[config.mk]
export PLATFORM = sky130hd
export DESIGN_NAME = uart_word_rx
export DESIGN_NICKNAME = d
export VERILOG_FILES = /design/src/rtl/uart_word_rx.sv
export SDC_FILE = /design/constraint.sdc
export NUM_CORES = 1
export LEC_CHECK = 0
export BUFFER_PORTS_ARGS = -buffer_cell sky130_fd_sc_hd__buf_2
export CORE_ASPECT_RATIO = 1.1
export CORE_MARGIN = 1.5
export CORE_UTILIZATION = 55
export DETAILED_ROUTE_END_ITERATION = 6
export GPL_TIMING_DRIVEN = 0
export PLACE_DENSITY = 0.83
export SLEW_MARGIN = 20
export SYNTH_ARGS = -nofsm -noshare
export SYNTH_HDL_FRONTEND = slang
export SYNTH_SLANG_ARGS = --single-unit
[constraint.sdc]
create_clock -name in_clk -period 4.6 [get_ports in_clk]
set_input_delay 0.46 -clock in_clk [delete_from_list [all_inputs] [get_ports in_clk]]
set_output_delay 0.46 -clock in_clk [all_outputs]
set_load 0.05 [all_outputs]
[src/rtl/uart_word_rx.sv]
// uart_word_rx
//   UART receive front end that assembles BPS-bit words from consecutive bytes
//   (most significant byte first) and buffers them in a first-word-fall-through
//   FIFO with a valid/ready output handshake.
//
//   Optional feature macro: UART_RX_PARITY_EN
//     defined   -> 11-bit frames (start, 8 data, even parity, stop)
//     undefined -> 10-bit frames (start, 8 data, stop); no parity state exists
//
// Ports
//   in_clk        system clock
//   in_reset      asynchronous active-low reset
//   rx_serial     UART line, idle high, asynchronous to in_clk
//   out_word      FIFO head word, meaningful only while out_valid=1 (else 0)
//   out_valid     FIFO not empty
//   in_ready      consumer takes out_word this cycle (pop when out_valid=1)
//   fifo_level    number of words stored (0..FIFO_DEPTH)
//   frame_err     one-cycle pulse on bad stop bit (or bad parity)
//   timeout_drop  one-cycle pulse when a partial word times out
//   overflow      sticky, set when a complete word is lost to a full FIFO

module uart_word_rx #(
  parameter int CLKS_PER_BIT = 640,
  parameter int BPS          = 24,
  parameter int FIFO_DEPTH   = 4,
  parameter int TIMEOUT_CLKS = 32 * CLKS_PER_BIT
) (
  input  logic                             in_clk,
  input  logic                             in_reset,
  input  logic                             rx_serial,
  output logic [BPS-1:0]                   out_word,
  output logic                             out_valid,
  input  logic                             in_ready,
  output logic [$clog2(FIFO_DEPTH+1)-1:0]  fifo_level,
  output logic                             frame_err,
  output logic                             timeout_drop,
  output logic                             overflow
);

  localparam int CW  = $clog2(CLKS_PER_BIT);
  localparam int TW  = $clog2(TIMEOUT_CLKS + 1);
  localparam int LW  = $clog2(FIFO_DEPTH + 1);
  localparam int PW  = $clog2(FIFO_DEPTH);
  localparam int NB  = BPS / 8;
  localparam int BIW = (NB > 1) ? $clog2(NB) : 1;

  localparam logic [CW-1:0]  HALF_M1   = CW'(CLKS_PER_BIT / 2 - 1);
  localparam logic [CW-1:0]  FULL_M1   = CW'(CLKS_PER_BIT - 1);
  localparam logic [TW-1:0]  TO_MAX    = TW'(TIMEOUT_CLKS);
  localparam logic [BIW-1:0] LAST_BYTE = BIW'(NB - 1);
  localparam logic [LW-1:0]  DEPTH_L   = LW'(FIFO_DEPTH);

  typedef enum logic [2:0] {
    S_IDLE,
    S_START,
    S_DATA,
`ifdef UART_RX_PARITY_EN
    S_PARITY,
`endif
    S_STOP
  } state_t;

  // Receiver state
  logic           rx_s1_q, rx_s2_q, rx_prev_q;
  state_t         state_q, state_d;
  logic [CW-1:0]  cnt_q, cnt_d;
  logic [2:0]     bit_idx_q, bit_idx_d;
  logic [7:0]     shift_q, shift_d;
  logic [BIW-1:0] byte_idx_q, byte_idx_d;
  logic [BPS-1:0] word_q, word_d;
  logic           push_q, push_d;
  logic [TW-1:0]  to_cnt_q, to_cnt_d;
  logic           frame_err_q, frame_err_d;
  logic           timeout_drop_q, timeout_drop_d;
`ifdef UART_RX_PARITY_EN
  logic           par_bad_q, par_bad_d;
`endif

  // FIFO state
  logic [BPS-1:0] mem_q [FIFO_DEPTH];
  logic [PW-1:0]  wr_ptr_q, wr_ptr_d;
  logic [PW-1:0]  rd_ptr_q, rd_ptr_d;
  logic [LW-1:0]  level_q, level_d;
  logic           valid_q, valid_d;
  logic           overflow_q, overflow_d;

  logic           start_edge;
  logic           pop;
  logic           push_ok;
  logic [BPS-1:0] word_shift;

  // Falling edge on the synchronised line. Because it needs a 1 before the 0,
  // a line held low after a framing error cannot re-trigger a start.
  assign start_edge = rx_prev_q & ~rx_s2_q;

  generate
    if (BPS > 8) begin : g_wide
      assign word_shift = {word_q[BPS-9:0], shift_q};
    end else begin : g_byte
      assign word_shift = shift_q;
    end
  endgenerate

  // Receiver next-state logic
  always_comb begin
    state_d        = state_q;
    cnt_d          = cnt_q;
    bit_idx_d      = bit_idx_q;
    shift_d        = shift_q;
    byte_idx_d     = byte_idx_q;
    word_d         = word_q;
    push_d         = 1'b0;
    to_cnt_d       = '0;
    frame_err_d    = 1'b0;
    timeout_drop_d = 1'b0;
`ifdef UART_RX_PARITY_EN
    par_bad_d      = par_bad_q;
`endif

    case (state_q)
      S_IDLE: begin
        cnt_d = '0;
        if (start_edge) state_d = S_START;
      end
      S_START: begin
        if (cnt_q == HALF_M1) begin
          cnt_d     = '0;
          bit_idx_d = '0;
          // A line back high at mid start bit is a glitch, not a frame.
          state_d   = rx_s2_q ? S_IDLE : S_DATA;
        end else begin
          cnt_d = cnt_q + 1'b1;
        end
      end
      S_DATA: begin
        if (cnt_q == FULL_M1) begin
          cnt_d     = '0;
          shift_d   = {rx_s2_q, shift_q[7:1]};
          bit_idx_d = bit_idx_q + 3'd1;
          if (bit_idx_q == 3'd7) begin
`ifdef UART_RX_PARITY_EN
            state_d = S_PARITY;
`else
            state_d = S_STOP;
`endif
          end
        end else begin
          cnt_d = cnt_q + 1'b1;
        end
      end
`ifdef UART_RX_PARITY_EN
      S_PARITY: begin
        if (cnt_q == FULL_M1) begin
          cnt_d   = '0;
          state_d = S_STOP;
          // Even parity: data bits plus parity bit must XOR to 0.
          par_bad_d = ^{shift_q, rx_s2_q};
          if (^{shift_q, rx_s2_q}) begin
            frame_err_d = 1'b1;
            byte_idx_d  = '0;
          end
        end else begin
          cnt_d = cnt_q + 1'b1;
        end
      end
`endif
      S_STOP: begin
        if (cnt_q == FULL_M1) begin
          cnt_d   = '0;
          state_d = S_IDLE;
`ifdef UART_RX_PARITY_EN
          if (par_bad_q) begin
            // Byte already rejected at the parity bit; just consume the stop.
            par_bad_d = 1'b0;
          end else
`endif
          if (rx_s2_q) begin
            word_d = word_shift;
            if (byte_idx_q == LAST_BYTE) begin
              byte_idx_d = '0;
              push_d     = 1'b1;
            end else begin
              byte_idx_d = byte_idx_q + 1'b1;
            end
          end else begin
            frame_err_d = 1'b1;
            byte_idx_d  = '0;
          end
        end else begin
          cnt_d = cnt_q + 1'b1;
        end
      end
      default: begin
        state_d = S_IDLE;
        cnt_d   = '0;
      end
    endcase

    // Inter-byte timeout: only counts while a partial word waits in IDLE.
    if (state_q == S_IDLE && byte_idx_q != '0 && !start_edge) begin
      to_cnt_d = to_cnt_q + 1'b1;
      if (to_cnt_d == TO_MAX) begin
        to_cnt_d       = '0;
        byte_idx_d     = '0;
        timeout_drop_d = 1'b1;
      end
    end
  end

  // FIFO next-state logic. A push into a full FIFO succeeds only when the
  // head is being popped in the same cycle.
  always_comb begin
    pop        = valid_q & in_ready;
    push_ok    = push_q & ((level_q != DEPTH_L) | pop);
    overflow_d = overflow_q | (push_q & (level_q == DEPTH_L) & ~pop);
    wr_ptr_d   = push_ok ? wr_ptr_q + 1'b1 : wr_ptr_q;
    rd_ptr_d   = pop ? rd_ptr_q + 1'b1 : rd_ptr_q;
    level_d    = level_q + LW'(push_ok) - LW'(pop);
    valid_d    = (level_d != '0);
  end

  always_ff @(posedge in_clk or negedge in_reset) begin
    if (!in_reset) begin
      rx_s1_q        <= 1'b1;
      rx_s2_q        <= 1'b1;
      rx_prev_q      <= 1'b1;
      state_q        <= S_IDLE;
      cnt_q          <= '0;
      bit_idx_q      <= '0;
      shift_q        <= '0;
      byte_idx_q     <= '0;
      word_q         <= '0;
      push_q         <= 1'b0;
      to_cnt_q       <= '0;
      frame_err_q    <= 1'b0;
      timeout_drop_q <= 1'b0;
`ifdef UART_RX_PARITY_EN
      par_bad_q      <= 1'b0;
`endif
      wr_ptr_q       <= '0;
      rd_ptr_q       <= '0;
      level_q        <= '0;
      valid_q        <= 1'b0;
      overflow_q     <= 1'b0;
    end else begin
      rx_s1_q        <= rx_serial;
      rx_s2_q        <= rx_s1_q;
      rx_prev_q      <= rx_s2_q;
      state_q        <= state_d;
      cnt_q          <= cnt_d;
      bit_idx_q      <= bit_idx_d;
      shift_q        <= shift_d;
      byte_idx_q     <= byte_idx_d;
      word_q         <= word_d;
      push_q         <= push_d;
      to_cnt_q       <= to_cnt_d;
      frame_err_q    <= frame_err_d;
      timeout_drop_q <= timeout_drop_d;
`ifdef UART_RX_PARITY_EN
      par_bad_q      <= par_bad_d;
`endif
      wr_ptr_q       <= wr_ptr_d;
      rd_ptr_q       <= rd_ptr_d;
      level_q        <= level_d;
      valid_q        <= valid_d;
      overflow_q     <= overflow_d;
    end
  end

  // Storage needs no reset: nothing is read unless the level says it is valid.
  always_ff @(posedge in_clk) begin
    if (push_ok) mem_q[wr_ptr_q] <= word_q;
  end

  assign out_word     = valid_q ? mem_q[rd_ptr_q] : '0;
  assign out_valid    = valid_q;
  assign fifo_level   = level_q;
  assign frame_err    = frame_err_q;
  assign timeout_drop = timeout_drop_q;
  assign overflow     = overflow_q;

endmodule
* Word level (Yosys, flattened, before mapping)
Memories as Yosys holds them, arrays and structs flattened.
Index checks and enable logic that the tools add are counted.
** Word-level totals
- Output and inout bits :: 31
- Input bits :: 4
- Word-level logic and storage cells :: 96
- RAM bits :: 96
- Memories kept :: 1
- Bits in registers :: 80
** Cells by class
- Mux-type cells :: 33
- Add/sub/neg operators :: 8
- Equal/unequal tests :: 15
- Reductions and logical operators :: 12
- Bitwise logic cells :: 9
** Memory list
- mem_q :: words 4, width 24, read ports 1, clocked after Yosys merged registers in 0, write ports 1, line 80 : logic [BPS-1:0] mem_q [FIFO_DEPTH];
** Operators by type and width (number)
- $mux W15 :: 2
- $mux W24 :: 1
- $mux W3 :: 7
- $mux W10 :: 2
- $pmux W10 S2 :: 1
- $add A15 B1 Y15 const B :: 1
- $eq A15 B15 Y1 const B :: 1
- $mux W2 :: 7
- $pmux W3 S4 :: 1
- $mux W1 :: 11
- $add A10 B1 Y10 const B :: 1
- $eq A10 B10 Y1 const B :: 1
- $eq A10 B9 Y1 const B :: 1
- $ne A2 B2 Y1 const B :: 5
- $add A2 B1 Y2 const B :: 3
- $eq A3 B2 Y1 const B :: 2
- $eq A3 B3 Y1 const B :: 2
- $pmux W3 S2 :: 1
- $reduce_and A3 Y1 :: 2
- $and A1 B1 Y1 :: 5
- $reduce_and A5 Y1 :: 1
- $reduce_bool A2 Y1 :: 2
- $add A3 B1 Y3 :: 1
- $add A3 B1 Y3 const B :: 1
- other kinds (12) :: 15

* Longest topological paths before layout
- Word-level depth :: 7
- Depth in mapped cells :: 11
- Gate-level depth less buffers :: 11

* Worst setup path after synthesis
Ideal clock, no wire load.
- Path type :: register to register
- Start point :: register valid_q, in the netlist out_valid
- End point :: register valid_q, in the netlist out_valid
- Data arrival time :: 2686 ps
- Cell stages (with the launch flop) :: 12
- Setup slack :: 1783 ps
- Path buffers :: 0
- Data required time :: 4469 ps
- Clock period less this slack :: 2817 ps
- Library setup time :: 131 ps
- Cell sequence :: dfrtp_1 > nand2_1 > nand3_1 > and2_1 > inv_1 > ha_1 > inv_1 > ha_1 > fa_1 > xnor2_1 > xnor2_1 > or3_1
** On the way
- Cells in the longest elaborated chain, start to end :: 6
** Ends and longest elaborated chain
- from (decl) :: line 84 : logic valid_q, valid_d;
- from (signal assigned) :: line 265 : valid_q <= valid_d;
- $and A1 B1 Y1 (*) :: line 213 : pop = valid_q & in_ready;
- $or A1 B1 Y1 :: line 214 : push_ok = push_q & ((level_q != DEPTH_L) | pop);
- $and A1 B1 Y1 :: line 214
- $add A3 B1 Y3 :: line 218 : level_d = level_q + LW'(push_ok) - LW'(pop);
- $sub A3 B1 Y3 (*) :: line 218
- net level_d[2] :: line 83 : logic [LW-1:0] level_q, level_d;
- $reduce_bool A3 Y1 (*) :: line 219 : valid_d = (level_d != '0);
- net valid_d :: line 84
Mark *: on every way through the listed nets, which the timed path passes. The rest lies on a longest branch.
A chain may end at the register's enable or synchronous reset.

* Worst setup path after layout
- Start point :: register rd_ptr_q[1]
- End point :: output out_word[21]
** On the way
- Cells in the longest elaborated chain, start to end :: 2
** Ends and longest elaborated chain
- from (decl) :: line 82 : logic [PW-1:0] rd_ptr_q, rd_ptr_d;
- from (signal assigned) :: line 263 : rd_ptr_q <= rd_ptr_d;
- $mem_v2 Z4 W24
- $mux W24 :: line 275 : assign out_word = valid_q ? mem_q[rd_ptr_q] : '0;
- to (decl) :: line 31 : output logic [BPS-1:0] out_word,
Every way passes these cells.

==> results.txt <==
- The endpoint identified for the worst register-to-register timing path is out_valid$_DFF_PN0_.
- Total of endpoints with negative setup slack in the final report: 0
* Proportion of register bits with asynchronous set or reset after synthesis: 45.1%
- Pre-antenna DRT Iters: 6
- End point of the most critical hold path: rx_s1_q$_DFF_PN1_
* Setup Total Neg Slack: 0 ns
- The repair_antennas step left the layout with diodes totalling 0.
* Final Cell Area: 8230 um^2
* Avg Synthesized Cell Area: 16.0 um^2
- The internal portion of the total power is 2680 uW.
- Number of stages on the worst hold path: 1
* Worst slew pin tran: 0.754 ns
- Die boundary width: 112 um
- Counting cells, the worst reg-to-reg path comes to 11.
- Max capacitance violation total: 0
- Counting distinct cell types in the post-synthesis netlist gives 52.
- Post-detailed-route count of antenna-violating nets: 0
* Wire length of the first global-routing pass: 21.2 mm
* Crit Reg-Reg Startpoint: out_valid$_DFF_PN0_
- DRC viols: 0
- The first routing iteration left 295 violations.
- Number of placement rows: 43
- In the synthesized netlist the dominant register cell turns out to be edfxtp_1.
- Combinational logic is responsible for 12.5% of the overall power.
- Of the synthesized area, sequential elements account for 67.4%.
* Drt via density: 5.84
- The hold violation count in the final report came to 0.
* Remaining global-route overflow: 0
- Worst setup path class: register to output port
- Reg power frac: 47.8%
* Post-detailed-routing wire length: 13.1 mm
- The number of slew-limit violations in the final report was 0.
- The number of antenna violations at the first check in global routing is 0.
- Clock latency on the worst-skew pair, taken at its later pin, is 0.42 ns.
- After floorplanning, the core was sized to cover 12700 um^2.
* RSZ-0062 raised after global routing: false
- Detailed placement ended at an HPWL of 8.16 mm.
- VDD IR-drop max: 0.236 mV
- The min-delay analysis places its worst path in the category primary input to register.
* Reg clk slew, reported paths: 0.07 ns
* Cell area after placement: 7620 um^2
- TritonCTS built the clock tree.
- Net switching is 26.1% of the power.
* Wire length per cell: 19.4 um
- Clock Sinks: 175
- In this run the vertical extent of the chip is 123 um.
* Number of flip-flops and latches in the synthesized netlist: 175
- The die covers 13800 um^2.
- The root buffer cell chosen for the clock tree is clkbuf_16.
- Synthesis produced 450 cells.
- Buffers from clock root to sink, at most: 2
- GRT Util Overall: 20.4%
* Number of setup buffers added after CTS: 0
- Number of global-route vias before repair: 4073
- The worst pin sits at a relative slew slack of 49.5%.
- Once the floorplan was initialized, standard cells occupied 56.9% of the core.
* Vias: 3941
- CP arrival: 2.50 ns
- Required time worst endpoint: 4.14 ns
- Fin nets: 520
* Static power due to leakage: 0.00358 uW
- The clock arrives with 0.00897 ns of skew.
- The count of cells in the finished layout, fillers not included, comes to 675.
- For flop-to-flop paths, the worst setup slack is 1.87 ns.
* Share of the cycle needed by the critical path after routing: 64.4%
* Total placed cells including tap cells: 642
- Nets in the synthesized netlist: 465
- Count of cells resized by post-cts repair: 0
- In this run the worst setup path begins at rd_ptr_q[1]$_DFFE_PN0P_.
- EDFF count, synth: 96
* Category of the worst setup path launch point: register
* Inserted Clock Buffers: 17
* Max Freq: 0.337 GHz
- After clock tree synthesis, the flow added hold-fix buffers numbering 1.
* Endpoint kind of the worst setup timing path: output port
- Area added between synthesis and finish: 14.0%
- Count of H-tree levels built during CTS: 4
- In the final layout, the share of cells above drive strength 1 is 28.8%.
- RePlAce Congestion: 0.813
* Status: finished, final reports clean
- Largest net degree at the start of global routing: 56
- For this design the top-level I/O count stands at 35.
- Cell Area, Synth: 7220 um^2
- In this run the worst path has a maximum fanout of 10.
- In this run the power density over the cells is 441 nW/um^2.
- Subtracting the final worst setup slack from the clock period gives 2.96 ns.
* Count of input and output buffers: 34
- In this run, the clock network consumes 39.7% of the power.
- For this design the total switching power over the nets is 949 uW.
- The worst hold path begins at rx_serial.
* Yosys warns: 0
sequential cells by signal, summed over array words and instances, names as in the netlist, 2 cells and up:
name        count
mem_q          96
word_q         24
to_cnt_q       15
cnt_q          10
shift_q         8
bit_idx_q       3
fifo_level      3
byte_idx_q      2
rd_ptr_q        2
state_q         2
wr_ptr_q        2
cells in the final DEF, fill, tap and decap left out, types with 11 or more instances in the layout:
master,n
nand3_1,11
and2_1,26
buf_2,37
xnor2_1,16
nor2_1,27
edfxtp_1,96
clkbuf_16,17
inv_1,11
mux2_2,35
dfrtp_1,76
mux4_2,24
nand2_1,15
cell type report:
class,instances,area [um^2]
clock buffer,17,425
sequential,175,4860
timing repair buffer,36,210
fill,849,4470
inverter,11,41.3
buffer,16,80.1
multi-input combinational,248,2240
clock inverter,15,174
tap,157,196
metal layers:
layer | up-vias | part of all wire [%] | wire (um) | GRT usage, %
met3 | 18 | 3.7 | 488 | 4.31
met1 | 2045 | 41 | 5310 | 24.5
met2 | 86 | 54 | 7050 | 36.5
met4 | 0 | 1.7 | 226 | 8.23
li1 | 1792 | - | - | -
met5 | - | 0 | 0 | 0
through the flow:
| step | utilization [%] | setup slack [ns] | total power (uW) | hold slack (ns) |
|---|---|---|---|---|
| final | 64.8 | 1.64 | 3630 | 0.133 |
| after global routing | 64.8 | 1.52 | 3770 | 0.118 |
| after CTS | 64.8 | 1.58 | 3660 | 0.120 |
| after detailed placement | 60.0 | 1.90 | 2230 | 0.347 |
| after global placement | 59.8 | 1.94 | 2210 | 0.348 |
| after floorplan | - | 1.78 | 2100 | 0.164 |
power by group through the flow:
stage | clock network, uW | logic [uW] | registers (uW)
finish | 1440 | 455 | 1740
global route | 1530 | 503 | 1740
CTS | 1460 | 467 | 1740
detailed placement | 0 | 465 | 1770
global placement | 0 | 445 | 1760
floorplan | 0 | 290 | 1810
worst max path at each step:
stage / slack [ns] / end
floorplan: 1.78 / out_valid$_DFF_PN0_
global placement: 1.94 / out_valid$_DFF_PN0_
detailed placement: 1.90 / out_valid$_DFF_PN0_
CTS: 1.58 / out_word[21]
global route: 1.52 / out_word[19]
finish: 1.64 / out_word[21]
synthesized netlist by cell type (all sizes together), types with 2 or more instances:
master	count	area, um^2
nand4	4	61.3
nand3	11	55.1
a22o	3	26.3
inv	11	41.3
clkbuf	8	30.0
nand2	15	56.3
dfrtp	76	1900
nand2b	3	18.8
ha	10	125
o21ai	5	25.0
nor2	28	108
and3	4	25.0
nor4	5	31.3
o21a	2	15.0
or4	2	15.0
nor3	5	30.0
xor2	9	78.8
a31oi	2	12.5
buf	8	50.0
dfstp	3	78.8
and4	4	35.0
mux4	24	541
edfxtp	96	2880
a211oi	2	20.0
a2bb2oi	2	17.5
a21oi	10	50.1
nor2b	4	25.0
and2	26	163
nor3b	2	15.0
mux2	35	394
or3	4	25.0
xnor2	17	156
logic make-up after synthesis:
| logic type | share of synthesized area (%) |
|---|---|
| buf+inv | 1.68 |
| fa+ha+maj | 2.01 |
| simple gates | 9.60 |
| xor+xnor | 3.26 |
| flops | 67.4 |
| mux | 12.9 |
| compound gates | 3.15 |
worst max-delay path, cell delays in order, from the launching register on:
cell and delay [ns]:
dfrtp_1 0.32, clkbuf_1 0.37, buf_1 0.60, mux4_2 0.40, and2_1 0.18, buf_2 0.21
No activity file was read; power rests on OpenSTA's default activity.
